File: config.mk
export PLATFORM = sky130hd
export DESIGN_NAME = if_stage
export DESIGN_NICKNAME = d
export VERILOG_FILES = /design/src/rtl/if_stage.sv
export SDC_FILE = /design/constraint.sdc
export NUM_CORES = 1
export LEC_CHECK = 0
export BUFFER_PORTS_ARGS = -buffer_cell sky130_fd_sc_hd__buf_4
export CELL_PAD_IN_SITES_DETAIL_PLACEMENT = 1
export CELL_PAD_IN_SITES_GLOBAL_PLACEMENT = 2
export CORE_MARGIN = 2
export CORE_UTILIZATION = 29
export CTS_BUF_LIST = sky130_fd_sc_hd__clkbuf_4 sky130_fd_sc_hd__clkbuf_8
export CTS_CLUSTER_SIZE = 40
export DETAILED_ROUTE_END_ITERATION = 7
export PLACE_DENSITY_LB_ADDON = 0.3
export SLEW_MARGIN = 20
export SYNTH_ARGS = -nofsm -noshare
export SYNTH_HDL_FRONTEND = slang
export SYNTH_SLANG_ARGS = --single-unit
File: constraint.sdc
create_clock -name clk -period 2.2 [get_ports clk]
set_input_delay 0.22 -clock clk [delete_from_list [all_inputs] [get_ports clk]]
set_output_delay 0.22 -clock clk [all_outputs]
set_load 0.05 [all_outputs]
File: src/rtl/if_stage.sv
// Fetch stage and IF/ID pipeline register for the RV32I core.
// Optional misaligned-redirect tagging is enabled by defining IF_MISALIGN_CHK_EN.
module if_stage #(
  parameter logic [31:0] RESET_PC  = 32'h0000_0000,
  parameter logic [31:0] NOP_INSTR = 32'h0000_0013
) (
  input  logic        clk,
  input  logic        rst_n,
  input  logic        StallF,
  input  logic        StallD,
  input  logic        FlushD,
  input  logic        PCSrcE,
  input  logic [31:0] PCTargetE,
  output logic        imem_req,
  output logic [31:0] imem_addr,
  input  logic [31:0] imem_rdata,
  input  logic        imem_ready,
  output logic [31:0] PCF,
  output logic [31:0] instructionD,
  output logic [31:0] PCD,
  output logic [31:0] PCPlus4D,
  output logic        validD
`ifdef IF_MISALIGN_CHK_EN
  ,output logic       misalignD
`endif
);

  localparam int unsigned XLEN = 32;

  logic            stall;
  logic            accept;
  logic [XLEN-1:0] pc_q, pc_d, pc_plus4;
  logic [XLEN-1:0] instr_q, instr_d;
  logic [XLEN-1:0] pcd_q, pcd_d;
  logic [XLEN-1:0] pcp4_q, pcp4_d;
  logic            valid_q, valid_d;

  // A decode stall also freezes fetch so no returned word is lost.
  assign stall     = StallF | StallD;
  assign imem_req  = rst_n & ~stall;
  assign accept    = imem_req & imem_ready;
  assign pc_plus4  = pc_q + XLEN'(4);
  assign imem_addr = pc_q;

  always_comb begin
    pc_d = pc_q;
    if (PCSrcE)      pc_d = PCTargetE & ~XLEN'(3);
    else if (stall)  pc_d = pc_q;
    else if (accept) pc_d = pc_plus4;
  end

  always_comb begin
    instr_d = instr_q;
    pcd_d   = pcd_q;
    pcp4_d  = pcp4_q;
    valid_d = valid_q;
    if (FlushD || PCSrcE) begin
      instr_d = NOP_INSTR;
      valid_d = 1'b0;
    end else if (StallD) begin
      valid_d = valid_q;
    end else if (accept) begin
      instr_d = imem_rdata;
      pcd_d   = pc_q;
      pcp4_d  = pc_plus4;
      valid_d = 1'b1;
    end else begin
      instr_d = NOP_INSTR;
      valid_d = 1'b0;
    end
  end

  always_ff @(posedge clk or negedge rst_n) begin
    if (!rst_n) begin
      pc_q    <= RESET_PC;
      instr_q <= NOP_INSTR;
      pcd_q   <= '0;
      pcp4_q  <= '0;
      valid_q <= 1'b0;
    end else begin
      pc_q    <= pc_d;
      instr_q <= instr_d;
      pcd_q   <= pcd_d;
      pcp4_q  <= pcp4_d;
      valid_q <= valid_d;
    end
  end

  assign PCF          = pc_q;
  assign instructionD = instr_q;
  assign PCD          = pcd_q;
  assign PCPlus4D     = pcp4_q;
  assign validD       = valid_q;

`ifdef IF_MISALIGN_CHK_EN
  logic mis_f_q, mis_f_d;
  logic mis_d_q, mis_d_d;

  // Flag survives until the first instruction fetched after the bad redirect.
  always_comb begin
    mis_f_d = mis_f_q;
    if (PCSrcE)      mis_f_d = |PCTargetE[1:0];
    else if (accept) mis_f_d = 1'b0;
  end

  always_comb begin
    mis_d_d = mis_d_q;
    if (FlushD || PCSrcE) mis_d_d = 1'b0;
    else if (StallD)      mis_d_d = mis_d_q;
    else if (accept)      mis_d_d = mis_f_q;
    else                  mis_d_d = 1'b0;
  end

  always_ff @(posedge clk or negedge rst_n) begin
    if (!rst_n) begin
      mis_f_q <= 1'b0;
      mis_d_q <= 1'b0;
    end else begin
      mis_f_q <= mis_f_d;
      mis_d_q <= mis_d_d;
    end
  end

  assign misalignD = mis_d_q;
`endif

endmodule
### After elaboration in Yosys (flattened, before gate mapping)

Cells that the tools add are included.

* bits in registers: 129
* input bits: 71
* output and inout port bits: 162
* word-level logic and storage cells: 27

* add/sub/neg operators: 1
* equality and inequality tests: 2
* muxes and demuxes: 9
* bitwise logic cells: 6
* reduce and logical (&&, ||, !) cells: 4

Operator list (number)
* $mux W32: 6
* $add A32 B3 Y32 const B: 1
* $mux W1: 3
* $not A1 Y1: 3
* $reduce_and A3 Y1: 1
* $and A1 B1 Y1: 2
* $ne A2 B1 Y1 const B: 1
* $ne A2 B2 Y1 const B: 1
* $reduce_and A2 Y1: 1
* $reduce_bool A2 Y1: 1
* $logic_or A1 B1 Y1: 1
* $or A1 B1 Y1: 1

### Logic depth before layout (Yosys ltp)

* word-level depth: 7
* mapped depth: 8
* gate-level depth less buffers: 6

### Worst setup path before layout

No wires, ideal clock.

* kind: input -> register
* start point: input port StallF
* end point: register pcd_q[29], in the netlist PCD[29]
* library setup time: 0.120 ns
* arrival time: 2.456 ns
* data required time: 2.080 ns
* path slack: -0.375 ns
* stages on the path: 8
* path buffers: 3
* path through: nor3b_1 -> and2_1 -> buf_2 -> nand2_1 -> clkbuf_1 -> clkbuf_1 -> nand2_1 -> nand2_1

* word-level cells in the longest chain between the ends: 5

RTL lines
* start: declaration: line 9 `input logic StallF,`
* $or A1 B1 Y1: line 39 `assign stall = StallF | StallD;`
* $not A1 Y1: line 40 `assign imem_req = rst_n & ~stall;`
* $and A1 B1 Y1: line 40
* $and A1 B1 Y1: line 41 `assign accept = imem_req & imem_ready;`
* $reduce_and A3 Y1 (no line)
* end signal: assignment: line 83 `pcd_q <= pcd_d;`
* end: declaration: line 34 `logic [XLEN-1:0] pcd_q, pcd_d;`

No other way between the ends.
A chain may end at the register's enable or synchronous reset.

### Final worst setup path

* start point: register pc_q[7], in the netlist PCF[7]
* end point: register pcp4_q[30], in the netlist PCPlus4D[30]

* word-level cells in the longest chain between the ends: 1

RTL lines
* start: declaration: line 32 `logic [XLEN-1:0] pc_q, pc_d, pc_plus4;`
* start signal: assignment: line 81 `pc_q <= pc_d;`
* $add A32 B3 Y32: line 42 `assign pc_plus4 = pc_q + XLEN'(4);`
* end signal: assignment: line 84 `pcp4_q <= pcp4_d;`
* end: declaration: line 35 `logic [XLEN-1:0] pcp4_q, pcp4_d;`

No other way between the ends.

==> reports/metrics.yaml <==
postCtsSetupBuffers: 0
ys_types: 43
overflow: 0
ant_nets: 0
r2r_slack_ns: 0.17
p_per_area_nw_per_um2: 829.5
layout.cells.non_filler: 1157
cts-htree-levels: 4
clock_latency_ns: 0.44
startpoint: "PCF[7]"
cts_buffers: 17
ys_ff_latch: 123
layout.nets: 946
startpoint_type: "flop"
die-area_um2: 21510
fin_tns_setup_ns: 0
finalWeightedCongestion: 0.8225
cts_resized: 0
seq_area_frac_synth: 0.5222
period_needed_ns: 2.031
worstSetupPathType: "reg2reg"
period_share: 0.9231
timing.fmax_ghz: 0.4924
status: "finished clean"
p_comb_frac: 0.335
portBuffers: 222
reg2reg_depth: 5
fp.dieW_um: 146.7
drt_wl_total_um: 19790
pin_count: 233
cts_sinks: 123
finalClockSkew_ns: 0.01151
fp.dieH_um: 146.7
start_util: 0.2936
p_seq_frac: 0.378
dp_slack_ns: 0.1582
drtIter0Drc: 193
first_pass_iters: 6
grt_max_degree: 51
first_global_vias: 5751
maxCapViolations: 0
drc_errors: 0
diodes: 0
hold_ws_ns: 0.02700
fp.coreArea_um2: 20100
synth_area_um2: 5902
area_delta_synth_final_pct: 47.81
fin_util: 0.4339
cp-endpoint: "PCPlus4D[30]"
maxSlewHeadroom: 0.5501
r2r_end: "PCPlus4D[30]"
worst_pin_slew_ns: 0.6748
syn_area_per_cell_um2: 9.489
dp.cells: 1068
arrival_ns: 2.36
worst_slack_ns: 0.1693
hold_path.class: "in2reg"
synth_top_area_cell: "dfrtp_1"
critPathMaxFanout: 9
ir_drop_v: 0.0003626
crit_required_ns: 2.53
wl_per_cell_um: 17.11
layout-drive-gt1-share: 0.3596
antenna_found_initial: 0
p_sw_mw: 2.941
grt_pass1_wl_um: 31830
p_leak_nw: 4.193
place_hpwl_um: 14120
rows: 52
maxSlewViolCount: 0
grtUsageTotal: 0.1886
hold_viol_final: 0
p_total_mw: 7.236
root_buffer: "clkbuf_8"
cts_tree: "built"
place_area_um2: 7754
num_vias: 5305
rsz0062_at_grt: "no"
avgViaCountPerCell: 4.585
synth_top_area_share: 0.5088
setup_violations: 0
netSwitchingFraction: 0.4065
cts_buffer_depth: 2
p_clk_frac: 0.287
yosysWarnings: 0
clk_transition_reported_paths_ns: 0.09
cp-end-kind: "flop"
fin_area_um2: 8723
r2r_start: "PCF[7]"
internal-power_mw: 4.295
synth_cells: 622
synth.area.top_cells: "dfrtp_1 51%, nand2_1 10%, buf_4 5.2%, xor2_1 4.7%, a22o_1 4.3%"
## worst min-delay path by stage
| stage | from | to | slack [ns] | cells past startpoint |
|---|---|---|---|---|
| after floorplan | rst_n | PCD[10] | -0.08 | 0 |
| after global routing | PCTargetE[27] | PCF[27] | 0.005 | 2 |
| after CTS | PCTargetE[27] | PCF[27] | 0.0005 | 2 |
| after global placement | rst_n | PCD[7] | 0.02 | 1 |
| final | PCTargetE[2] | PCF[2] | 0.03 | 3 |
| after detailed placement | rst_n | PCD[7] | 0.02 | 1 |
## area by class of cell
type                    instances  area [µm²]
well taps                     270       337.8
multi-input cells             414        2342
flip-flops and latches        123        3093
repair buffers                316        2544
clock buffers                  17       234.0
inverters                       2       7.507
fillers                      2319       11380
clock inverters                15       165.2
## power by group through the flow
stage | Combinational [mW] | Clock (mW) | Sequential [mW]
after CTS | 2.45 | 2.16 | 2.74
after global routing | 2.56 | 2.27 | 2.78
after floorplan | 0.689 | 0 | 3.66
after global placement | 2.33 | 0 | 2.77
after detailed placement | 2.36 | 0 | 2.79
final | 2.42 | 2.08 | 2.74
## sequential cells by signal, summed over array words and instances, names as in the netlist
register	flops
PCD	30
PCF	30
PCPlus4D	30
instructionD	32
validD	1
## worst max-delay path, stage by stage (launching register included)
cell     delay (ns)
dfrtp_2        0.49
nand4_4        0.22
or3_1          0.53
or3b_1         0.43
xor2_1         0.18
o21ai_2        0.06
## timing repair
item | CTS | global route
setup endpoints to repair | 0 | 0
hold buffers | 57 | 0
endpoints found under the hold margin | 126 | 0
## cells by family after synthesis
family,count (synthesis),synth area share
other cells,1,0.0006354
compound gates,91,0.09816
simple gates,255,0.2003
xor+xnor,57,0.08459
flops,123,0.5222
mux,2,0.003604
buf+inv,92,0.08841
fa+ha+maj,1,0.002120
## metal layers
| metal | vias to the layer above | track usage | share of wire |
|---|---|---|---|
| met2 | 147 | 0.3251 | 0.50 |
| met5 | - | 0 | 0 |
| li1 | 2521 | - | - |
| met1 | 2618 | 0.2385 | 0.43 |
| met4 | 0 | 0.05971 | 0.015 |
| met3 | 19 | 0.03719 | 0.048 |
## cell usage after synthesis (all sizes together)
cell and count:
dfrtp 120, inv 2, or3b 1, nor3b 1
ha 1, xnor2 25, nor4b 1, nand4 11
clkbuf 35, and3 2, o21ai 51, mux2i 1
nand2 163, mux2 1, a21oi 8, and2 2
conb 1, nor4 11, nor2 23, a22o 29
or3 2, o22a 3, nand4bb 1, buf 55
nand3 26, nor3 9, xor2 32, or2 2
dfstp 3
## cells in the final DEF (no fill, tap or decap), types with 2 or more instances in the layout
master / netlist / final
dfstp_2: 3 / 3
clkinv_4: 0 / 3
o21ai_0: 47 / 47
bufinv_16: 0 / 2
nand2_1: 163 / 162
conb_1: 1 / 8
and3_1: 2 / 2
inv_1: 2 / 2
nor4_2: 3 / 3
nor3_2: 1 / 2
and2_1: 2 / 2
nor4_1: 7 / 7
a22o_1: 29 / 29
inv_6: 0 / 5
dfrtp_2: 0 / 9
xnor2_1: 25 / 25
nand3_1: 25 / 25
o21ai_1: 3 / 3
clkbuf_8: 0 / 17
buf_12: 0 / 2
a21oi_1: 8 / 8
dlygate4sd3_1: 0 / 57
dfrtp_1: 120 / 111
xor2_1: 32 / 32
nand4_1: 9 / 9
o22a_1: 3 / 3
nor2_1: 23 / 23
buf_4: 41 / 256
nor3_1: 8 / 7
clkinvlp_4: 0 / 4
Note: power is estimated with default switching activity, not from simulation.
